==> src/rtl/instr_fetch_unit_pkg.sv <==
// Shared definitions for the instruction fetch unit.
//  - FSM state encodings (FETCH, WAIT, HOLD, HALT)
//  - Opcode field width and the HLT opcode constant
//  - Helper that classifies an opcode as HLT
package instr_fetch_unit_pkg;

  localparam int unsigned OPC_W = 3;

  localparam logic [OPC_W-1:0] OP_HLT = 3'b111;

  typedef enum logic [1:0] {
    FSM_FETCH = 2'd0,
    FSM_WAIT  = 2'd1,
    FSM_HOLD  = 2'd2,
    FSM_HALT  = 2'd3
  } fsm_state_t;

  // True when the opcode stops the core.
  function automatic logic is_halt_op(input logic [OPC_W-1:0] opc);
    return (opc == OP_HLT);
  endfunction

endpackage

==> src/rtl/instr_fetch_unit_pc_reg.sv <==
// Program counter register for the fetch unit.
// Ports:
//  clk          in   rising-edge clock
//  rst_n        in   asynchronous active-low reset (loads RESET_PC)
//  i_load       in   load i_load_addr (branch taken); wins over i_inc
//  i_inc        in   advance PC by one, modulo 2^ADDR_W
//  i_load_addr  in   branch target
//  o_pc         out  current PC
module instr_fetch_unit_pc_reg #(
  parameter int unsigned ADDR_W   = 8,
  parameter int unsigned RESET_PC = 0
) (
  input  logic              clk,
  input  logic              rst_n,
  input  logic              i_load,
  input  logic              i_inc,
  input  logic [ADDR_W-1:0] i_load_addr,
  output logic [ADDR_W-1:0] o_pc
);

  logic [ADDR_W-1:0] r_pc;

  // Natural-width add wraps all-ones back to zero.
  always_ff @(posedge clk or negedge rst_n) begin
    if (!rst_n) begin
      r_pc <= ADDR_W'(RESET_PC);
    end else if (i_load) begin
      r_pc <= i_load_addr;
    end else if (i_inc) begin
      r_pc <= r_pc + ADDR_W'(1);
    end
  end

  assign o_pc = r_pc;

endmodule

==> src/rtl/instr_fetch_unit.sv <==
// Fetch/sequence stage feeding the 3x8 opcode decoder.
// Holds PC and IR, fetches one instruction at a time over a req/ack port,
// holds it until the execute stage finishes, then advances or branches.
// Optional feature: define FETCH_TMO_EN to halt with fetch_err after
// TMO_CYC cycles in WAIT without an ack; otherwise WAIT waits forever.
// Ports:
//  clk          in   rising-edge clock
//  rst_n        in   asynchronous active-low reset
//  mem_req      out  fetch request, held until mem_ack
//  mem_addr     out  fetch address (= PC)
//  mem_rdata    in   instruction data, sampled with mem_ack
//  mem_ack      in   fetch complete (single-cycle pulse)
//  opcode       out  IR opcode field
//  operand      out  IR operand field
//  instr_valid  out  opcode/operand hold a live instruction
//  exec_done    in   execute stage finished the current instruction
//  branch_en    in   take branch (sampled with exec_done)
//  branch_addr  in   branch target
//  halted       out  core stopped (HLT opcode or timeout)
//  fetch_err    out  ack timeout occurred
module instr_fetch_unit
  import instr_fetch_unit_pkg::*;
#(
  parameter int unsigned ADDR_W   = 8,
  parameter int unsigned INSTR_W  = 8,
  parameter int unsigned RESET_PC = 0,
  parameter int unsigned TMO_CYC  = 15
) (
  input  logic               clk,
  input  logic               rst_n,
  output logic               mem_req,
  output logic [ADDR_W-1:0]  mem_addr,
  input  logic [INSTR_W-1:0] mem_rdata,
  input  logic               mem_ack,
  output logic [OPC_W-1:0]   opcode,
  output logic [INSTR_W-4:0] operand,
  output logic               instr_valid,
  input  logic               exec_done,
  input  logic               branch_en,
  input  logic [ADDR_W-1:0]  branch_addr,
  output logic               halted,
  output logic               fetch_err
);

  fsm_state_t         r_state;
  logic [INSTR_W-1:0] r_ir;
  logic               r_mem_req;
  logic               r_instr_valid;
  logic               r_halted;

  logic [ADDR_W-1:0]  w_pc;
  logic               w_is_hlt;
  logic               w_exec_take;
  logic               w_pc_load;
  logic               w_pc_inc;

`ifdef FETCH_TMO_EN
  localparam int unsigned TMO_W = (TMO_CYC > 1) ? $clog2(TMO_CYC) : 1;

  logic [TMO_W-1:0]   r_tmo_cnt;
  logic               r_fetch_err;
  logic               w_tmo_hit;

  // Counter holds the number of ack-less WAIT cycles already elapsed.
  assign w_tmo_hit = (r_tmo_cnt == TMO_W'(TMO_CYC - 1));
`else
  logic               w_unused_tmo;

  assign w_unused_tmo = (TMO_CYC == 0);
`endif

  assign opcode   = r_ir[INSTR_W-1 -: OPC_W];
  assign operand  = r_ir[INSTR_W-4:0];
  assign w_is_hlt = is_halt_op(opcode);

  // HLT in HOLD overrides exec_done, so the PC never moves past a HLT.
  assign w_exec_take = (r_state == FSM_HOLD) && !w_is_hlt && exec_done;
  assign w_pc_load   = w_exec_take && branch_en;
  assign w_pc_inc    = w_exec_take && !branch_en;

  instr_fetch_unit_pc_reg #(
    .ADDR_W   (ADDR_W),
    .RESET_PC (RESET_PC)
  ) u_pc_reg (
    .clk         (clk),
    .rst_n       (rst_n),
    .i_load      (w_pc_load),
    .i_inc       (w_pc_inc),
    .i_load_addr (branch_addr),
    .o_pc        (w_pc)
  );

  // Fetch sequencer with registered outputs.
  always_ff @(posedge clk or negedge rst_n) begin
    if (!rst_n) begin
      r_state       <= FSM_FETCH;
      r_ir          <= '0;
      r_mem_req     <= 1'b0;
      r_instr_valid <= 1'b0;
      r_halted      <= 1'b0;
`ifdef FETCH_TMO_EN
      r_tmo_cnt     <= '0;
      r_fetch_err   <= 1'b0;
`endif
    end else begin
      case (r_state)
        FSM_FETCH: begin
          r_mem_req <= 1'b1;
          r_state   <= FSM_WAIT;
`ifdef FETCH_TMO_EN
          r_tmo_cnt <= '0;
`endif
        end

        // An ack in the first WAIT cycle is the 2-cycle minimum latency.
        FSM_WAIT: begin
          if (mem_ack) begin
            r_ir          <= mem_rdata;
            r_mem_req     <= 1'b0;
            r_instr_valid <= 1'b1;
            r_state       <= FSM_HOLD;
          end
`ifdef FETCH_TMO_EN
          else if (w_tmo_hit) begin
            r_mem_req   <= 1'b0;
            r_halted    <= 1'b1;
            r_fetch_err <= 1'b1;
            r_state     <= FSM_HALT;
          end else begin
            r_tmo_cnt <= r_tmo_cnt + TMO_W'(1);
          end
`endif
        end

        FSM_HOLD: begin
          if (w_is_hlt) begin
            r_instr_valid <= 1'b0;
            r_halted      <= 1'b1;
            r_state       <= FSM_HALT;
          end else if (exec_done) begin
            r_instr_valid <= 1'b0;
            r_state       <= FSM_FETCH;
          end
        end

        // Absorbing; only reset leaves.
        FSM_HALT: begin
          r_mem_req <= 1'b0;
        end

        default: begin
          r_state <= FSM_FETCH;
        end
      endcase
    end
  end

  assign mem_req     = r_mem_req;
  assign mem_addr    = w_pc;
  assign instr_valid = r_instr_valid;
  assign halted      = r_halted;

`ifdef FETCH_TMO_EN
  assign fetch_err = r_fetch_err;
`else
  assign fetch_err = 1'b0;
`endif

endmodule
==> config.mk <==
export PLATFORM = sky130hd
export DESIGN_NAME = instr_fetch_unit
export DESIGN_NICKNAME = d
export VERILOG_FILES = /design/src/rtl/instr_fetch_unit_pkg.sv /design/src/rtl/instr_fetch_unit_pc_reg.sv /design/src/rtl/instr_fetch_unit.sv
export SDC_FILE = /design/constraint.sdc
export NUM_CORES = 1
export LEC_CHECK = 0
export CAP_MARGIN = 25
export CORE_MARGIN = 8
export CORE_UTILIZATION = 40
export CTS_BUF_LIST = sky130_fd_sc_hd__clkbuf_4
export CTS_CLUSTER_DIAMETER = 200
export DETAILED_ROUTE_END_ITERATION = 8
export PLACE_DENSITY = 0.73
export REMOVE_ABC_BUFFERS = 1
export SLEW_MARGIN = 30
export SYNTH_ARGS = -nofsm -noshare
export SYNTH_HDL_FRONTEND = slang
export SYNTH_SLANG_ARGS = --single-unit
==> constraint.sdc <==
create_clock -name clk -period 1.6 [get_ports clk]
set_input_delay 0.24 -clock clk [delete_from_list [all_inputs] [get_ports clk]]
set_output_delay 0.24 -clock clk [all_outputs]
set_load 0.1 [all_outputs]
* After elaboration in Yosys (flattened, before gate mapping)
Index checks and enable logic that the tools add are counted.
Operators by class: add/sub/neg operators 1, equality and inequality tests 6, muxes and demuxes 12, reduce and logical (&&, ||, !) cells 16
Operator list (count):
- two-way mux 8 bit | 2
- adder 8 x 1 -> 8 bit, second input constant | 1
- two-way mux 2 bit | 3
- case mux 2 bit (3 select lines) | 1
- AND reduction 2 bit | 3
- AND reduction 3 bit | 2
- nonzero test 3 bit | 2
- == test 2 bit, second input constant | 2
- logical AND 1 bit | 4
- two-way mux 1 bit | 4
- nonzero test 2 bit | 2
- == test 3 bit, second input constant | 1
- inequality test 3 bit, second input constant | 1
- case mux 1 bit (3 select lines) | 1
- == test 2 x 1 -> 1 bit, second input constant | 1
- logical NOT 1 bit | 2
- logical NOT 2 bit | 1
- inequality test 2 bit, second input constant | 1
- case mux 1 bit (2 select lines) | 1
Word-level totals: register bits 21, input bits 21, output and inout bits 20, logic and storage cells 41

* Depth between registers and ports, before layout
depth after elaboration 7, mapped depth 6

* Cells and area by module
A second synthesis with hierarchy kept.
Unflattened totals: cell total of the unflattened synthesis 102, area, all modules 1102.3 um2
By module, submodules not included:
- instr_fetch_unit | times used 1, cells an instance 53, area each 651.9 um2, seq. area each 325.3 um2
- instr_fetch_unit_pc_reg | times used 1, cells an instance 49, area each 450.4 um2, seq. area each 200.2 um2

* Least setup slack after synthesis
No wires, ideal clock.
path kind reg2reg, start point register r_ir[5], end point register r_state[0], library setup time 128 ps, data arrival time 1933 ps, required time 1472 ps, slack -460 ps, stages on the path, launching flop included 4, period minus slack after synthesis 2060 ps, cell sequence dfrtp_1 -> nand3_1 -> a311oi_2 -> mux2_1
Between the ends: cells in the longest elaborated chain, start to end 3, elaborated cells between the ends (all ways) 5
Ends and longest elaborated chain:
- start: declaration | line instr_fetch_unit.sv:46 | logic [INSTR_W-1:0] r_ir;
- start signal: assignment | line instr_fetch_unit.sv:118 | r_ir <= mem_rdata;
- == test 3 bit * | line instr_fetch_unit_pkg.sv:20 | return (opc == OP_HLT);
- inequality test 3 bit (no line) / two-way mux 2 bit (equally long branches)
- AND reduction 3 bit (no line) / case mux 2 bit (3 select lines) (equally long branches)
- end signal: assignment | line instr_fetch_unit.sv:96 | r_state <= FSM_FETCH;
- end signal: assignment | line instr_fetch_unit.sv:109 | r_state <= FSM_WAIT;
- end signal: assignment | line instr_fetch_unit.sv:121 | r_state <= FSM_HOLD;
- end: declaration | line instr_fetch_unit.sv:45 | fsm_state_t r_state;
Mark *: on every way between the ends. The rest lies on a longest branch, timed or not. A chain may end at the register's enable or synchronous reset.

* Worst setup path in the final report
start point register r_state[0], end point register r_state[1]
Between the ends: cells in the longest elaborated chain, start to end 3, elaborated cells between the ends (all ways) 8
Ends and longest elaborated chain:
- == test 2 bit, or another cell as far along | line instr_fetch_unit.sv:106 | case (r_state)
- inequality test 3 bit (no line), or another cell as far along
- AND reduction 3 bit (no line)
Parallel ways exist; a longest one is shown, timed or not.

==> summary.md <==
| Metric | Value |
|---|---|
| Detailed Place HPWL | `between 2 and 2.5 mm` |
| Hold WS | `between 0.2 and 0.3 ns` |
| Drt drc | `0` |
| Clk sinks | `21` |
| WL final | `approximately 3 mm` |
| Placer Congestion | `0.834` |
| Ports | `between 40 and 50` |
| FP Rows | `19` |
| Most common cell after layout, fill and taps aside | `dfrtp_1` |
| Crit path kind | `reg2reg` |
| Area contributors post-synth | `dfrtp_1 47%, mux2_1 7.0%, ha_1 5.6%, nand2_1 3.7%, mux2_2 3.0%` |
| Floorplan core area | `approximately 0.0027 sq mm` |
| Synthesized flop and latch total | `21` |
| Worst hold path class | `in2async` |
| DR top layer | `met4` |
| Antenna diodes | `0` |
| Per-cell routed wire length | `16.4 um` |
| Gr usage total | `13.2%` |
| MaxCap Viol Count | `0` |
| Worst-skew pair later-pin latency | `0.31 ns` |
| Post-synth top area cell | `dfrtp_1` |
| Status | `completed` |
| Max Fclk | `about 0.65 GHz` |
| CTS buffer count | `3` |
| Initial Utilization | `41.4%` |
| Initial antenna violation count | `0` |
| Die X-Extent | `approximately 69 um` |
| DRT Pass-1 Iters | `4` |
| Syn-to-layout area delta | `62.2%` |
| Warnings from Yosys | `0` |
| Largest net degree at the start of global routing | `22` |
| Seq/Total Area, Yosys | `46.8%` |
| Crit path DAT | `approximately 1.8 ns` |
| Post-place setup slack | `-0.0119 ns` |
| Final critical-path setup slack | `~0.053 ns` |
| Vias per cell | `~5.4` |
| CTS hold repair buffers | `0` |
| WL met1 | `about 1.1 mm` |
| Required @ worst endpoint | `roughly 1.8 ns` |
| Top cell type's share of synthesized area | `46.8%` |
| Fin. Hold Viols | `0` |
| Worst-path fanout max | `4` |
| Synth async-reset ratio | `100%` |
| Final ANT Viol Nets | `0` |
| Die height | `between 60 and 70 um` |
| Share of layout cells above drive strength 1 | `between 20% and 30%` |
| Nets | `about 180` |
| Routed via count | `1000` |
| Fin crit share | `a little under 100%` |
| Mapped cell area | `around 0.0011 sq mm` |
| Skew final | `between 0.0015 and 0.002 ns` |
| Clock-pin slew on the worst setup and hold paths | `0.12 ns` |
| Clock Root Buffer | `clkbuf_4` |
| Main synth FF type | `dfrtp_1` |
| Met3 Wirelength | `148 um` |
| Max-slew violations | `0` |
| Distinct cells, synth | `36` |
| Post-synth EDFFs | `0` |
| IO Port Bufs | `39` |
| Clock buffer depth | `2` |
| Number of H-tree levels | `1` |
| First-pass GRT wire length | `around 4.7 mm` |
| R2R depth | `5` |
| Most frequent cells in the layout | `21 x dfrtp_1, 20 x clkdlybuf4s50_1, 19 x buf_12, 11 x nand2_1` |
| Vias in the first global route | `around 1000` |
| Routed met2 length | `roughly 1.7 mm` |
| Critical Path Start Type | `flop` |
| CP endpoint kind | `flop` |
| Min Clock Period, post-route | `around 1.5 ns` |
| CTS tree | `done` |
| DRT iter0 DRCs | `62` |
| Final-layout fill cell count | `216` |
| DIE AREA | `0.00476 sq mm` |
| GRT overflow | `0` |
| Syn avg cell area | `between 10 and 15 sq um` |
| Count of final setup violators | `0` |
| Cells after Synth | `roughly 110` |
==> synth_stat cells, types with 3 or more instances <==
library cell	number
a21oi_1	4
a22oi_1	3
dfrtp_1	21
ha_1	5
inv_1	6
mux2_1	7
mux2_2	3
nand2_1	11
nand3_1	3
nor2_1	7
nor3_1	3
nor4_1	3
o21ai_0	5
==> cells by family after synthesis <==
kind of cell,after synthesis,share of synthesized area (%)
flip-flops,21,46.8
adder cells (fa/ha/maj),5,5.57
buffers and inverters,10,3.90
AO/OA/AOI/OAI,22,13.2
AND/OR/NAND/NOR,38,18.4
multiplexers,12,11.8
other,1,0.334
==> area by class of cell <==
type	instances	area (sq um)	area share, %
clock buffer	4	30.0	1.65
inverter	7	26.3	1.44
multi-input combinational	78	574	31.5
sequential	21	526	28.9
tap	31	38.8	2.13
timing repair buffer	45	626	34.4
==> worst paths after layout <==
check	from	slack, ns	to
max	r_state[0]$_DFFE_PN0P_	0.05	r_state[1]$_DFFE_PN0P_
min	rst_n	0.26	r_ir[1]$_DFFE_PN0P_
max reg2reg	r_state[0]$_DFFE_PN0P_	0.05	r_state[1]$_DFFE_PN0P_
min reg2reg	halted$_DFFE_PN0P_	0.56	halted$_DFFE_PN0P_
max in group asynchronous	rst_n	1.13	instr_valid$_DFFE_PN0P_
min in group clk	branch_addr[7]	0.50	u_pc_reg.o_pc[7]$_DFFE_PN0P_
==> registers in the layout, summed over array words and instances (netlist names) <==
register / count
mem_req: 1
r_state: 2
halted: 1
instr_valid: 1
u_pc_reg.o_pc: 8
r_ir: 8
==> per-stage QoR <==
step | TNS (ns) | area, sq um | cells | utilization (%)
finish | 0 | 1820 | 186 | 67.2
global route | -0.000612 | 1820 | 186 | 67.2
floorplan | -2.53 | 1100 | 106 | -
CTS | 0 | 1790 | 185 | 66.2
global placement | 0 | 1760 | 181 | 65.0
detailed placement | -0.0230 | 1760 | 181 | 65.0
==> what timing repair did <==
action	in CTS	in global routing
gates resized for setup	1	3
cloned	0	0
pin swaps	1	1
setup endpoints to repair	3	4
setup buffers	0	1
==> critical path: stages, from the launching register on <==
cell,delay (ns)
dfrtp_1,0.44
ha_2,0.23
inv_2,0.07
nor2_1,0.06
a311oi_2,0.30
mux2_1,0.35
==> routing by layer <==
metal  up-vias  track usage [%]
met5         -                0
met4         0             6.77
met3         5             2.58
met2        27             23.5
met1       482             14.6
li1        486                -
Power is not shown: default switching activity piles up to over one toggle a cycle in this logic, so the estimate is an artifact.
==> RTL edit, RTL diff (same settings) <==
Encoding of `fsm_state_t`: now one-hot (4 bits for 4 states).
--- a/src/rtl/instr_fetch_unit_pkg.sv
+++ b/src/rtl/instr_fetch_unit_pkg.sv
@@ -10,7 +10,7 @@
 
-  typedef enum logic [1:0] {
-    FSM_FETCH = 2'd0,
-    FSM_WAIT  = 2'd1,
-    FSM_HOLD  = 2'd2,
-    FSM_HALT  = 2'd3
+  typedef enum logic [3:0] {
+    FSM_FETCH = 4'b0001,
+    FSM_WAIT  = 4'b0010,
+    FSM_HOLD  = 4'b0100,
+    FSM_HALT  = 4'b1000
   } fsm_state_t;
Check against the original RTL: same outputs for any inputs over 10 cycles, from zero or initial values and one cycle with rst_n low; not proved beyond that.
==> RTL edit against the unedited design <==
The flow now finishes with violations (negative setup slack); non-clock buffer count increased by 12; routed wire length increased by 8.9%; critical path type unchanged; global-route usage decreased by 0.30 points; sequential share of layout area increased by 0.46 points; setup slack got worse by 0.068 ns; hold slack improved by 0.0085 ns; synthesized area increased by 2.1%; count of clock-buffer cells in the layout unchanged; final area increased by 8.0%; sequential cell count increased by 2; first-iteration DRC count decreased by 19%.
==> RTL edit: results <==
set metrics [dict create \
    finalClockSkew_ns 0.00222 \
    violations "negative setup slack" \
    crit_slowest_cell "dfrtp_1" \
    synthTopCellsByCount "dfrtp_1 (22), nor2_1 (12), nand2_1 (9), a21oi_1 (8), mux2_2 (8)" \
    setup_slack_ns -0.0150 \
    finalSetupViolations 6 \
    yosys.cell_types.count 37 \
    instances_no_fill 203 \
    crit_path_max_fanout 5 \
    vias 1099 \
    peakVddDrop_mv 1.97 \
    dr.pass1.iters 4 \
    hpwl_um 2490 \
    clk_pin_slew_worst_paths_ns 0.12 \
    avgSynthCellArea_um2 10.1 \
    yosys-top-cells-area "dfrtp_1 (48%), mux2_2 (7.9%), nor2_1 (3.9%), a21oi_1 (3.5%), o21ai_0 (3.1%)" \
    gp_congestion 0.818 \
    run_status "finished, violations left" \
    nets 195 \
    rr_worst_depth 4 \
    grt_pass1_vias 1170 \
    cp_top_family "simple AND/OR/NAND/NOR gates" \
    insertion_delay_ns 0.31 \
    postPlaceCellArea_mm2 0.00186 \
    clockBufferDepth 2 \
    hold_path.class "in2async" \
    cts_buffers 3 \
    clockRootBuffer "clkbuf_4" \
    drt-initial-drc-count 50 \
    r2r_end "r_ir[5]" \
    die_area_mm2 0.00483 \
    preCtsSetupSlack_ns -0.0293 \
    h-tree-depth 1 \
    crit_path_max_incr_delay_ns 0.43 \
    antenna_found_initial 0 \
    synth_flop_cell "dfrtp_1" \
    cp.arrival_ns 1.82 \
    grt_pass1_wl_um 5290 \
    yosys_warnings 0 \
    ys_seq_area_share_pct 50.3 \
    synthArstFlopShare_pct 100 \
    port_buffers 39 \
    drt_wl_total_um 3330 \
    leakage_nw 0.850 \
    n_antenna_cell 0 \
    reg2reg_from "r_state[3]" \
    grtUsageTotal_pct 12.9 \
    fin_tns_setup_ns -0.0513 \
    drive_gt1_share_pct 34.9 \
    grt_start_max_net_pins 24 \
]
-- RTL edit: cell count changes in the layout (fill, tap and decap cells not counted), moves of 4 or more --
| cell | unedited run | this run |
|---|---|---|
| mux2_2 | 3 | 8 |
| inv_1 | 6 | 2 |
| buf_4 | 6 | 15 |
| nor2_1 | 7 | 12 |
| a21oi_1 | 4 | 8 |
| mux2_1 | 7 | 0 |
-- RTL edit: cell type report --
cell class              count  area [um2]
repair buffers             57         727
fillers                   187         767
inverters                   2        7.51
well taps                  31        38.8
multi-input cells          86         587
flip-flops and latches     23         577
clock buffers               4        30.0
-- RTL edit: repair_timing --
item,in CTS,in global routing
buffers inserted,0,3
gates cloned,0,1
endpoints found under the setup margin,4,15
pin swaps,1,8
resized for setup,3,11
-- RTL edit: worst register-to-register path, stage by stage (launching register included) --
cell and delay [ns]:
dfrtp_1 0.43, or2_2 0.34, nor3b_4 0.27, nand2_2 0.16
mux2_2 0.31
-- RTL edit: worst max path at each step --
stage,startpoint,endpoint,slack (ns),cells after the start
5_1_grt,r_state[3],u_pc_reg.o_pc[6],-0.09,6
4_1_cts,r_state[3],u_pc_reg.o_pc[7],-0.001,5
6_report,r_state[3],r_ir[5],-0.01,4
3_3_place_gp,r_state[3],u_pc_reg.o_pc[7],0.04,5
2_1_floorplan,u_pc_reg.o_pc[0],u_pc_reg.o_pc[6],-0.47,5
3_5_place_dp,r_state[3],u_pc_reg.o_pc[5],-0.03,6
-- RTL edit: stage by stage --
stage                     hold slack [ns]  util [%]  total power, mW
after floorplan                   -0.0556         -             2.61
after global placement              0.508      68.1             3.71
after detailed placement            0.525      68.1             3.76
after CTS                           0.267      69.7             4.06
after global routing                0.273      71.9             4.24
final                               0.264      71.9             4.09
-- RTL edit: power by group --
group	total, mW	switching [mW]	internal (mW)
logic	2.74	1.69	1.05
clock network	0.288	0.173	0.114
registers	1.06	0.269	0.794
-- RTL edit: routing by layer --
layer	vias to the layer above	GRT usage (%)	wire, um
met2	27	22.1	1720
li1	531	-	-
met5	-	0	0
met4	0	5.92	42
met3	4	4.58	186
met1	537	13.8	1370
-- RTL edit: logic make-up after synthesis --
group | share of synthesized area (%)
buffers and inverters | 2.07
muxes | 9.61
adders and majority gates | 1.09
AOI/OAI and AO/OA | 14.4
DFF | 50.3
and+or+nand+nor | 22.2
other | 0.327
